File: src/rtl/fetch_control_pkg.sv
// Shared types for the fetch sequencing controller and the ID-side hazard logic.
// No logic here, so there is no latency.
// No flow control; these are types and constants only.
package fetch_ctrl_pkg;

  localparam int STATE_W = 2;
  localparam int RA_W    = 5;

  typedef enum logic [STATE_W-1:0] {
    ST_BOOT   = 2'd0,
    ST_RUN    = 2'd1,
    ST_DRAIN  = 2'd2,
    ST_HALTED = 2'd3
  } fetch_state_e;

endpackage

File: src/rtl/fetch_control_sat_counter.sv
// Saturating event counter used for performance debug.
// The count shows an increment one cycle after inc is sampled.
// No backpressure: the count holds at all-ones and never wraps.
module sat_counter #(
  parameter int CNT_W = 32
) (
  input  logic             clk,
  input  logic             clear,
  input  logic             inc,
  output logic [CNT_W-1:0] count
);

  logic [CNT_W-1:0] count_d;
  logic [CNT_W-1:0] count_q;

  // Next count: clear wins; otherwise step up unless already saturated.
  always_comb begin
    count_d = count_q;
    if (clear) begin
      count_d = '0;
    end else if (inc && (count_q != '1)) begin
      count_d = count_q + {{(CNT_W-1){1'b0}}, 1'b1};
    end
  end

  // Count register; the synchronous clear doubles as the reset.
  always_ff @(posedge clk) begin
    count_q <= count_d;
  end

  assign count = count_q;

endmodule

File: src/rtl/fetch_control.sv
// Fetch-stage sequencer: PC enable/select and IF/ID write/flush from state, hazards and redirects.
// Controls are combinational with a same-cycle effect; state and counters update on the next edge.
// Load-use stalls hold PC and IF/ID; a MEM redirect always wins over a stall or a halt.
module fetch_control #(
  parameter int BOOT_CYCLES  = 2,
  parameter int DRAIN_CYCLES = 3,
  parameter int RA_W         = fetch_ctrl_pkg::RA_W,
  parameter int CNT_W        = 32
) (
  input  logic             clk,
  input  logic             reset,
  input  logic             memread_ex,
  input  logic [RA_W-1:0]  rd_ex,
  input  logic [RA_W-1:0]  rs1_id,
  input  logic [RA_W-1:0]  rs2_id,
  input  logic             uses_rs2_id,
  input  logic             branch_taken_mem,
  input  logic             halt_id,
  output logic             pc_write,
  output logic             pc_src,
  output logic             ifid_write,
  output logic             ifid_flush,
  output logic             idex_bubble,
  output logic             exmem_flush,
  output logic             halted,
  output logic [CNT_W-1:0] stall_count,
  output logic [CNT_W-1:0] flush_count
);

  import fetch_ctrl_pkg::*;

  // Boot and drain share one down-counter; it must hold the larger preload.
  localparam int SEQ_MAX = (BOOT_CYCLES > DRAIN_CYCLES) ? BOOT_CYCLES : DRAIN_CYCLES;
  localparam int SEQ_W   = (SEQ_MAX <= 4) ? 2 : $clog2(SEQ_MAX);
  localparam logic [SEQ_W-1:0] BOOT_INIT  = SEQ_W'(BOOT_CYCLES - 1);
  localparam logic [SEQ_W-1:0] DRAIN_INIT = SEQ_W'(DRAIN_CYCLES - 1);
  localparam logic [SEQ_W-1:0] SEQ_ONE    = SEQ_W'(1);

  fetch_state_e     state_d, state_q;
  logic [SEQ_W-1:0] seq_d, seq_q;
  logic             load_use;
  logic             stall_inc;
  logic             flush_inc;

  // Load in EX feeding a register that the ID instruction actually reads; x0 never stalls.
  always_comb begin
    load_use = memread_ex && (rd_ex != '0) &&
               ((rd_ex == rs1_id) || (uses_rs2_id && (rd_ex == rs2_id)));
  end

  // Per-state controls and next state; anything a state does not drive stays 0.
  always_comb begin
    state_d     = state_q;
    seq_d       = seq_q;
    pc_write    = 1'b0;
    pc_src      = 1'b0;
    ifid_write  = 1'b0;
    ifid_flush  = 1'b0;
    idex_bubble = 1'b0;
    exmem_flush = 1'b0;
    halted      = 1'b0;
    stall_inc   = 1'b0;
    flush_inc   = 1'b0;
    case (state_q)
      ST_BOOT: begin
        ifid_write  = 1'b1;
        ifid_flush  = 1'b1;
        idex_bubble = 1'b1;
        if (seq_q == '0) state_d = ST_RUN;
        else             seq_d   = seq_q - SEQ_ONE;
      end
      ST_RUN: begin
        if (branch_taken_mem) begin
          // Redirect squashes the wrong-path instructions in IF, ID and EX.
          pc_src      = 1'b1;
          pc_write    = 1'b1;
          ifid_write  = 1'b1;
          ifid_flush  = 1'b1;
          idex_bubble = 1'b1;
          exmem_flush = 1'b1;
          flush_inc   = 1'b1;
        end else if (load_use) begin
          idex_bubble = 1'b1;
          stall_inc   = 1'b1;
        end else if (halt_id) begin
          // The halt itself moves on as a NOP while older instructions drain.
          ifid_write = 1'b1;
          ifid_flush = 1'b1;
          state_d    = ST_DRAIN;
          seq_d      = DRAIN_INIT;
        end else begin
          pc_write   = 1'b1;
          ifid_write = 1'b1;
        end
      end
      ST_DRAIN: begin
        ifid_flush  = 1'b1;
        idex_bubble = 1'b1;
        if (seq_q == '0) state_d = ST_HALTED;
        else             seq_d   = seq_q - SEQ_ONE;
      end
      ST_HALTED: begin
        halted = 1'b1;
      end
      default: begin
        state_d = ST_BOOT;
        seq_d   = BOOT_INIT;
      end
    endcase
  end

  // State and sequence-counter registers with synchronous reset into boot.
  always_ff @(posedge clk) begin
    if (reset) begin
      state_q <= ST_BOOT;
      seq_q   <= BOOT_INIT;
    end else begin
      state_q <= state_d;
      seq_q   <= seq_d;
    end
  end

  sat_counter #(.CNT_W(CNT_W)) u_stall_cnt (
    .clk   (clk),
    .clear (reset),
    .inc   (stall_inc),
    .count (stall_count)
  );

  sat_counter #(.CNT_W(CNT_W)) u_flush_cnt (
    .clk   (clk),
    .clear (reset),
    .inc   (flush_inc),
    .count (flush_count)
  );

endmodule

File: config.mk
export PLATFORM = sky130hd
export DESIGN_NAME = fetch_control
export DESIGN_NICKNAME = d
export VERILOG_FILES = /design/src/rtl/fetch_control_pkg.sv /design/src/rtl/fetch_control_sat_counter.sv /design/src/rtl/fetch_control.sv
export SDC_FILE = /design/constraint.sdc
export NUM_CORES = 1
export LEC_CHECK = 0
export BUFFER_PORTS_ARGS = -buffer_cell sky130_fd_sc_hd__buf_2
export CORE_ASPECT_RATIO = 1.1
export CORE_UTILIZATION = 45
export CTS_BUF_LIST = sky130_fd_sc_hd__clkbuf_8
export CTS_CLUSTER_DIAMETER = 40
export DETAILED_ROUTE_END_ITERATION = 12
export PLACE_DENSITY = 0.69
export SLEW_MARGIN = 20
export SYNTH_ARGS = -nofsm -noshare
export SYNTH_HDL_FRONTEND = slang
export SYNTH_SLANG_ARGS = --single-unit
File: constraint.sdc
create_clock -name clk -period 2.9 [get_ports clk]
set_input_delay 0.58 -clock clk [delete_from_list [all_inputs] [get_ports clk]]
set_output_delay 0.58 -clock clk [all_outputs]
set_load 0.02 [all_outputs]
Yosys cells after proc, flatten, opt, wreduce, memory -nomap -nowiden
Index checks and enable logic that the tools add are counted. Widths: inputs -> output; s select.

Bits in registers: 68. Input port bits: 21.

Add/subtract/negate cells: 3. Equal/unequal tests: 13. Mux-type cells: 27. Reductions and logical operators: 14.

Operators with widths (count): $add 32x1->32 const B (2); $ne 32x32->1 const B (2); $mux 1 (16); $mux 2 (6); $ne 2x2->1 const B (6); $eq 5x5->1 (2); $pmux 1 s2 (3); $pmux 2 s3 (1); $reduce_and 6->1 (1); $logic_and 1x1->1 (5); $reduce_and 5->1 (1); $reduce_bool 5->1 (1); $eq 2x2->1 const B (2); $logic_not 2->1 (2); $pmux 2 s2 (1); $reduce_bool 3->1 (1); $eq 2x1->1 const B (1); $reduce_bool 2->1 (1); $reduce_or 2->1 (1); $sub 2x1->2 const B (1); $logic_or 1x1->1 (1).

Depth between registers and ports, before layout
Gate-level depths: netlist of the first run.

Depth after elaboration: 8. Gate-level depth with buffers: 9.

Cells and area by module
A second synthesis of the first run with hierarchy kept.

Cells, all modules: 468. Area, all modules: 3922.5 um^2.

By module, submodules not included: sat_counter (times used 2, cells an instance 199, area an instance 1674.1 um^2, seq. area each 640.6 um^2); fetch_control (times used 1, cells an instance 70, area an instance 574.3 um^2, seq. area each 80.1 um^2).

Least setup slack after synthesis of the first run
Ideal clock, no wire load.

Path type: input to output. Start point: input port rd_ex[1]. End point: output port pc_write. Arrival time: 2025 ps. Setup slack: 295 ps. Cell stages on the path: 5. Cells stage by stage: or4_1 > o21ai_0 > or2b_1 > nand2_1 > o21ai_0.

Word-level cells in the longest chain between the ends: 7.

Ends and longest elaborated chain: from (decl) (RTL line fetch_control.sv:13) `input logic [RA_W-1:0] rd_ex,`; $eq 5x5->1 (RTL line fetch_control.sv:48) `((rd_ex == rs1_id) || (uses_rs2_id && (rd_ex == rs2_id)));`; $logic_and 1x1->1 (RTL line fetch_control.sv:48); $logic_or 1x1->1 (RTL line fetch_control.sv:48); $logic_and 1x1->1 (*) (RTL line fetch_control.sv:47) `load_use = memread_ex && (rd_ex != '0) &&`; $mux 1 (*) (RTL line fetch_control.sv:82) `end else if (load_use) begin`; $mux 1 (*) (RTL line fetch_control.sv:73) `if (branch_taken_mem) begin`; $mux 1 (*) (RTL line fetch_control.sv:64) `case (state_q)`; to (decl) (RTL line fetch_control.sv:19) `output logic pc_write,`.

Every way passes the cells marked *; elsewhere a longest branch is shown, timed or not.

Final worst setup path of the first run
Start point: input port rd_ex[1]. End point: output port ifid_flush.

Word-level cells in the longest chain between the ends: 7.

Ends and longest elaborated chain: $eq 5x5->1 (RTL line fetch_control.sv:48); $logic_and 1x1->1 (RTL line fetch_control.sv:48); $logic_or 1x1->1 (RTL line fetch_control.sv:48); $logic_and 1x1->1 (*) (RTL line fetch_control.sv:47); $mux 1 (*) (RTL line fetch_control.sv:82); $mux 1 (*) (RTL line fetch_control.sv:73); $pmux 1 s2 (*) (RTL line fetch_control.sv:64); to (decl) (RTL line fetch_control.sv:22) `output logic ifid_flush,`.

Marks and branches as above.

==> metrics.md, run 1 <==
| Metric | Value |
|---|---|
| Die area | 8674 µm² |
| Final Max Slew Viols | 0 |
| Vias in the first global route | 3220 |
| WL/cell | 12.88 µm |
| Crit path max fanout | 4 |
| R2r setup slk | 0.35 ns |
| Initial antenna violation count | 0 |
| Clock Sinks | 68 |
| Total Wirelength | 8.473 mm |
| Mapped Cells | 458 |
| Area contributors post-synth | dfxtp_1, xnor2_1, nor2_1 |
| Max cap viols | 0 |
| Area leader, netlist | dfxtp_1 |
| Mean Syn Cell Area | 8.160 µm² |
| Worst EP required | 2.32 ns |
| IO Count | 92 |
| Hold wc startpoint | u_flush_cnt.count[26] |
| Register area share after synthesis | 0.3642 |
| Critical R2R Launch | state_q[1] |
| Placer Congestion | 0.8052 |
| Max_slew headroom | 0.5911 |
| First-pass GRT wire length | 14.34 mm |
| Tmin final | 2.718 ns |
| Drt via density | 5.584 |
| Hold Path Class | reg -> reg |
| Core box area | 7998 µm² |
| Post-cts gate resize count | 0 |
| GR Util All Layers | 0.2025 |
| Area growth from synthesis to layout | 20.52% |
| Setup Buffers After CTS | 0 |
| Worst-path clk slew | 0.07 ns |
| Worst hold endpoint | u_flush_cnt.count[26] |
| Layout cells sized above 1 | 0.2291 |
| PwrDens | 508.3 nW/µm² |
| Synth unique cells | 52 |
| Layout Nets | 574 |
| Hold Buf Count CTS | 0 |
| Worst-margin pin slew | 0.6087 ns |
| Final setup viols | 0 |
| Skew final | 0.01243 ns |
| Largest net degree at the start of global routing | 56 |
| Tcrit/Tclk final | 0.9374 |
| Number of remaining DRC errors | 0 |
| CP cell instances | buf_2 > or4_1 > o21ai_0 > or2b_1 > nand3_1 > a31oi_1 > buf_2 |
| Post-route ant nets | 0 |
| Status | finished, final reports clean |
| Synth cell count leaders | dfxtp_1, nor2_1, a21oi_1, nand2_1, nand3_1 |
| Root Driver | clkbuf_8 |
| Most common cell in the synthesized netlist | dfxtp_1 |
| Clk_lat worst skew | 0.33 ns |
| Kind of end point of the critical path | primary output |
| Diode count | 0 |
| Die W | 88.89 µm |
| RR Endpoint | u_stall_cnt.count[30] |
| Post-synth ARST share | 0 |
| Port Buf Inserts | 91 |
| 1st-iter DRT viols | 137 |
| Critical path type | in -> out |
| Pwr Total | 2.290 mW |
| Clock Path Buffers | 2 |
| Worst path arrival time | 2.14 ns |
| Via count | 3674 |
| Net Count, Synth | 487 |
| Critical path's largest stage delay | 0.50 ns |
| Top achievable clock speed | 367.9 MHz |
| Crit path max-delay cell type | or4_1 |
| Synth warn | 0 |
| Dominant synthesized flop cell | dfxtp_1 |
| Hold Path Depth | 2 |
| Unrepaired setup endpoints after global routing | false |
| Final Hold Viols | 0 |
| VDD IR max | 350.8 µV |
| TritonCTS buffer count | 9 |
| Starting Density | 0.4673 |
| Cell mode on critical path | buf_2 |
| Die Y | 97.58 µm |
| CTS HTree Levels | 3 |
| Static Leak | 1.725 nW |
| CP startpoint kind | input port |
| Synth Register Bits | 68 |
| Post-synth EDFFs | 0 |
| Pre-antenna DRT Iters | 5 |
| Reg2reg path depth | 7 |
| Rows | 34 |
| TNS Setup | 0 ns |
| CTS tree | built |
| Post-DP HPWL | 6.120 mm |
| GRT Residual Overflow | 0 |
| Syn Std Cell Area | 3737 µm² |
| Synth top area share | 0.3642 |
worst max path at each step:
stage                     startpoint               endpoint
after detailed placement    rd_ex[0]  u_stall_cnt.count[30]
final                       rd_ex[1]             ifid_flush
after global placement      rd_ex[0]  u_stall_cnt.count[30]
after CTS                   rd_ex[1]             ifid_flush
after global routing        rd_ex[1]               pc_write
after floorplan             rd_ex[1]               pc_write
logic make-up (layout without fill, tap and decap cells):
| group | count (synthesis) | after routing | share of synthesized area |
|---|---|---|---|
| simple gates | 216 | 216 | 0.3120 |
| compound gates | 83 | 83 | 0.1396 |
| flops | 68 | 68 | 0.3642 |
| buf+inv | 40 | 132 | 0.04821 |
| xor+xnor | 31 | 31 | 0.07265 |
| mux | 12 | 12 | 0.03649 |
| fa+ha+maj | 8 | 8 | 0.02678 |
report_power, final:
group / internal (mW) / total, mW / leakage [nW] / switching (mW)
logic: 0.180 / 0.457 / 1.06 / 0.277
clock network: 0.500 / 0.843 / 0.115 / 0.342
registers: 0.962 / 0.990 / 0.548 / 0.0281
total: 1.64 / 2.29 / 1.72 / 0.647
final cells by class:
type                            instances  area [µm²]
Fill cell                             796        3493
Multi-Input combinational cell        350        2202
Sequential cell                        68        1361
Timing Repair Buffer                   98       520.5
Clock buffer                           10       137.6
Tap cell                              108       135.1
Clock inverter                          6       80.08
Inverter                               18       67.56
routing by layer:
metal	share of wire	GRT usage	wire [µm]	vias to the layer above
li1	-	-	-	1860
met1	0.48	0.2615	4040	1717
met2	0.47	0.3355	3993	90
met3	0.043	0.04078	366	7
met4	0.0087	0.05955	74	0
met5	0	0	0	-
cell usage in the layout (no fill, tap or decap), types with 2 or more instances in the layout:
master and count:
mux2i_1 2, or2_2 4, nand3_1 27, a21oi_1 34, or4_1 23, o311ai_0 2, mux2_1 4, buf_2 91
nand4_1 21, nor3_1 11, nand2_1 34, buf_4 6, xor2_1 7, and3_1 4, mux2_2 5, o31ai_1 20
o21ai_0 13, dfxtp_1 68, clkbuf_8 10, and4_1 7, bufinv_16 2, or3_1 12, o211ai_1 2, nor2_1 48
o41ai_1 2, inv_1 19, nor4_1 9, xnor2_1 24, ha_1 8, nor2b_1 7
sequential cells by signal (all words and copies together) (netlist names):
signal / cells
u_stall_cnt.count: 32
seq_q: 2
state_q: 2
u_flush_cnt.count: 32
metrics by stage:
step / utilization / hold WS (ns) / instance area, µm² / setup slack (ns) / std cells
after floorplan: - / 0.4720 / 3737 / 0.2947 / 458
after global placement: 0.5360 / 0.4750 / 4287 / 0.1017 / 642
after detailed placement: 0.5360 / 0.4908 / 4287 / 0.06000 / 642
after CTS: 0.5632 / 0.5008 / 4504 / 0.1910 / 658
after global routing: 0.5632 / 0.5309 / 4504 / 0.05286 / 658
final: 0.5632 / 0.4999 / 4504 / 0.1815 / 658
critical path, delay by kind of cell:
family          cells  cell delay, ns
buf+inv             2            0.31
compound gates      2            0.45
simple gates        3            0.80
Note: power is estimated with default switching activity, not from simulation.
==> run 2, diff against run 1 <==
--- a/config.mk
+++ b/config.mk
@@ -5,13 +5,15 @@
 export SDC_FILE = /design/constraint.sdc
 export NUM_CORES = 1
 export LEC_CHECK = 0
-export BUFFER_PORTS_ARGS = -buffer_cell sky130_fd_sc_hd__buf_2
+export CAP_MARGIN = 20
 export CORE_ASPECT_RATIO = 1.1
 export CORE_UTILIZATION = 45
 export CTS_BUF_LIST = sky130_fd_sc_hd__clkbuf_8
 export CTS_CLUSTER_DIAMETER = 40
 export DETAILED_ROUTE_END_ITERATION = 12
-export PLACE_DENSITY = 0.69
+export DONT_BUFFER_PORTS = 1
+export PLACE_DENSITY = 0.6
+export SKIP_CTS_REPAIR_TIMING = 1
 export SLEW_MARGIN = 20
 export SYNTH_ARGS = -nofsm -noshare
 export SYNTH_HDL_FRONTEND = slang
==> metrics.md, run 2 (synthesized netlist as in run 1, its figures left out) <==
| Metric | Value |
|---|---|
| GRT Residual Overflow | 0 (unchanged) |
| Root Driver | clkbuf_8 (unchanged) |
| Clock Power Share | 0.380 (was 0.368) |
| Die W | 88.89 µm (unchanged) |
| Total Wirelength | 8.181 mm (was 8.473 mm) |
| Initial antenna violation count | 0 (unchanged) |
| Combinational share of power | 0.184 (was 0.199) |
| CP cell instances | or4_1 > o21ai_0 > or2b_1 > nand3_1 > a31oi_1 > buf_4 (was buf_2 > or4_1 > o21ai_0 > or2b_1 > nand3_1 > a31oi_1 > buf_2) |
| Max cap viols | 0 (unchanged) |
| TNS Setup | 0 ns (unchanged) |
| Hold Path Class | in -> reg (was reg -> reg) |
| Skew final | 0.01180 ns (was 0.01243 ns) |
| Starting Density | 0.4673 (unchanged) |
| Layout cells sized above 1 | 0.1019 (was 0.2291) |
| Clk_lat worst skew | 0.35 ns (was 0.33 ns) |
| CTS tree | built (unchanged) |
| Clock Path Buffers | 2 (unchanged) |
| Post-route ant nets | 0 (unchanged) |
| CTS HTree Levels | 3 (unchanged) |
| Worst-path clk slew | 0.08 ns (was 0.07 ns) |
| Die area | 8674 µm² (unchanged) |
| Tmin final | 2.558 ns (was 2.718 ns) |
| Area of the multi-input gates | 2202 µm² (unchanged) |
| Port Buf Inserts | 0 (was 91) |
| 1st-iter DRT viols | 64 (was 137) |
| Buf/Inv on CP | 1 (was 2) |
| Final Cell Area | 4150 µm² (was 4504 µm²) |
| CP startpoint kind | input port (unchanged) |
| Worst EP required | 2.32 ns (about the same) |
| Critical path type | in -> out (unchanged) |
| Vias in the first global route | 3173 (was 3220) |
| Die Y | 97.58 µm (unchanged) |
| PwrDens | 544.6 nW/µm² (was 508.3 nW/µm²) |
| Final Hold Viols | 0 (unchanged) |
| Final setup viols | 0 (unchanged) |
| Crit path max-delay cell type | or4_1 (unchanged) |
| Pwr Total | 2.260 mW (was 2.290 mW) |
| Rows | 34 (unchanged) |
| Via count | 3335 (was 3674) |
| Cell Int Power | 1.610 mW (was 1.643 mW) |
| VDD IR max | 279.1 µV (was 350.8 µV) |
| Commonest cells after routing, fill and taps aside | dfxtp_1, nor2_1, nand2_1, a21oi_1, nand3_1 (was buf_2, dfxtp_1, nor2_1, nand2_1, a21oi_1) |
| Worst-margin pin slew | 0.5893 ns (was 0.6087 ns) |
| Placed inst area | 3934 µm² (was 4287 µm²) |
| Placer Congestion | 0.7996 (was 0.8052) |
| Clock Sinks | 68 (unchanged) |
| Part of the power in registers | 0.436 (was 0.433) |
| Post-DP HPWL | 5.695 mm (was 6.120 mm) |
| Switch share | 0.2879 (was 0.2826) |
| Top achievable clock speed | 391.0 MHz (was 367.9 MHz) |
| Drt via density | 5.760 (was 5.584) |
| TritonCTS buffer count | 9 (unchanged) |
| Crit path max-delay family | simple AND/OR/NAND/NOR gates (unchanged) |
| Critical path's largest stage delay | 0.50 ns (about the same) |
| Status | finished, final reports clean (unchanged) |
| Commonest non-fill, non-tap cell in the layout | dfxtp_1 (was buf_2) |
| WL/cell | 14.13 µm (was 12.88 µm) |
| Tcrit/Tclk final | 0.8820 (was 0.9374) |
| Diode count | 0 (unchanged) |
| FILL cells | 819 (was 796) |
| Number of remaining DRC errors | 0 (unchanged) |
| Core box area | 7998 µm² (unchanged) |
| Sw power | 650.6 µW (was 647.0 µW) |
| Largest net degree at the start of global routing | 75 (was 56) |
| First-pass GRT wire length | 14.13 mm (was 14.34 mm) |
| Layout Nets | 495 (was 574) |
| GR Util All Layers | 0.2023 (was 0.2025) |
| Pre-antenna DRT Iters | 6 (was 5) |
| Unrepaired setup endpoints after global routing | false (unchanged) |
| Kind of end point of the critical path | primary output (unchanged) |
| Static Leak | 1.317 nW (was 1.725 nW) |
| Crit path max fanout | 4 (unchanged) |
| Max_slew headroom | 0.6067 (was 0.5911) |
| Worst path arrival time | 1.98 ns (was 2.14 ns) |
| IO Count | 92 (unchanged) |
| Final Max Slew Viols | 0 (unchanged) |
| FF+latch area | 1361 µm² (unchanged) |
| Area growth from synthesis to layout | 11.05% (was 20.52%) |
run 2: per-stage QoR:
stage               instances  hold WS [ns]    util  setup WS, ns
finish                    579        0.2995  0.5189        0.3421
CTS                       579        0.2762  0.5189        0.3254
detailed placement        563        0.4906  0.4919        0.2351
global route              579        0.2666  0.5189        0.1127
global placement          563        0.4818  0.4919        0.2457
floorplan                 458        0.4720       -        0.2947
run 2: final cells by class:
class,instances,share of cell area
Multi-Input combinational cell,350,0.5306
Sequential cell,68,0.3280
Timing Repair Buffer,19,0.04040
Tap cell,108,0.03256
Clock buffer,9,0.02985
Clock inverter,7,0.02231
Inverter,18,0.01628
run 2: worst paths after layout:
check / start / end / slack [ns] / cells past startpoint
setup / recovery: rd_ex[1] / ifid_flush / 0.34 / 6
hold reg to reg: seq_q[1] / seq_q[1] / 0.50 / 1
hold / removal: reset / u_flush_cnt.count[26] / 0.30 / 1
setup reg to reg: state_q[1] / u_stall_cnt.count[30] / 0.39 / 7
run 2: layer usage:
| metal | up-vias | share of wire | track usage | routed length [µm] |
|---|---|---|---|---|
| met2 | 82 | 0.48 | 0.3373 | 3937 |
| met3 | 9 | 0.060 | 0.06457 | 492 |
| met4 | 0 | 0.013 | 0.07320 | 106 |
| met1 | 1537 | 0.45 | 0.2388 | 3645 |
| met5 | - | 0 | 0 | 0 |
| li1 | 1707 | - | - | - |
run 2: power by group through the flow:
stage / Clock (mW) / Sequential (mW) / Combinational [mW]
2_1_floorplan: 0 / 1.01 / 0.338
6_report: 0.858 / 0.986 / 0.416
3_3_place_gp: 0 / 1.00 / 0.409
3_5_place_dp: 0 / 1.01 / 0.420
4_1_cts: 0.886 / 0.986 / 0.422
5_1_grt: 0.929 / 0.992 / 0.466
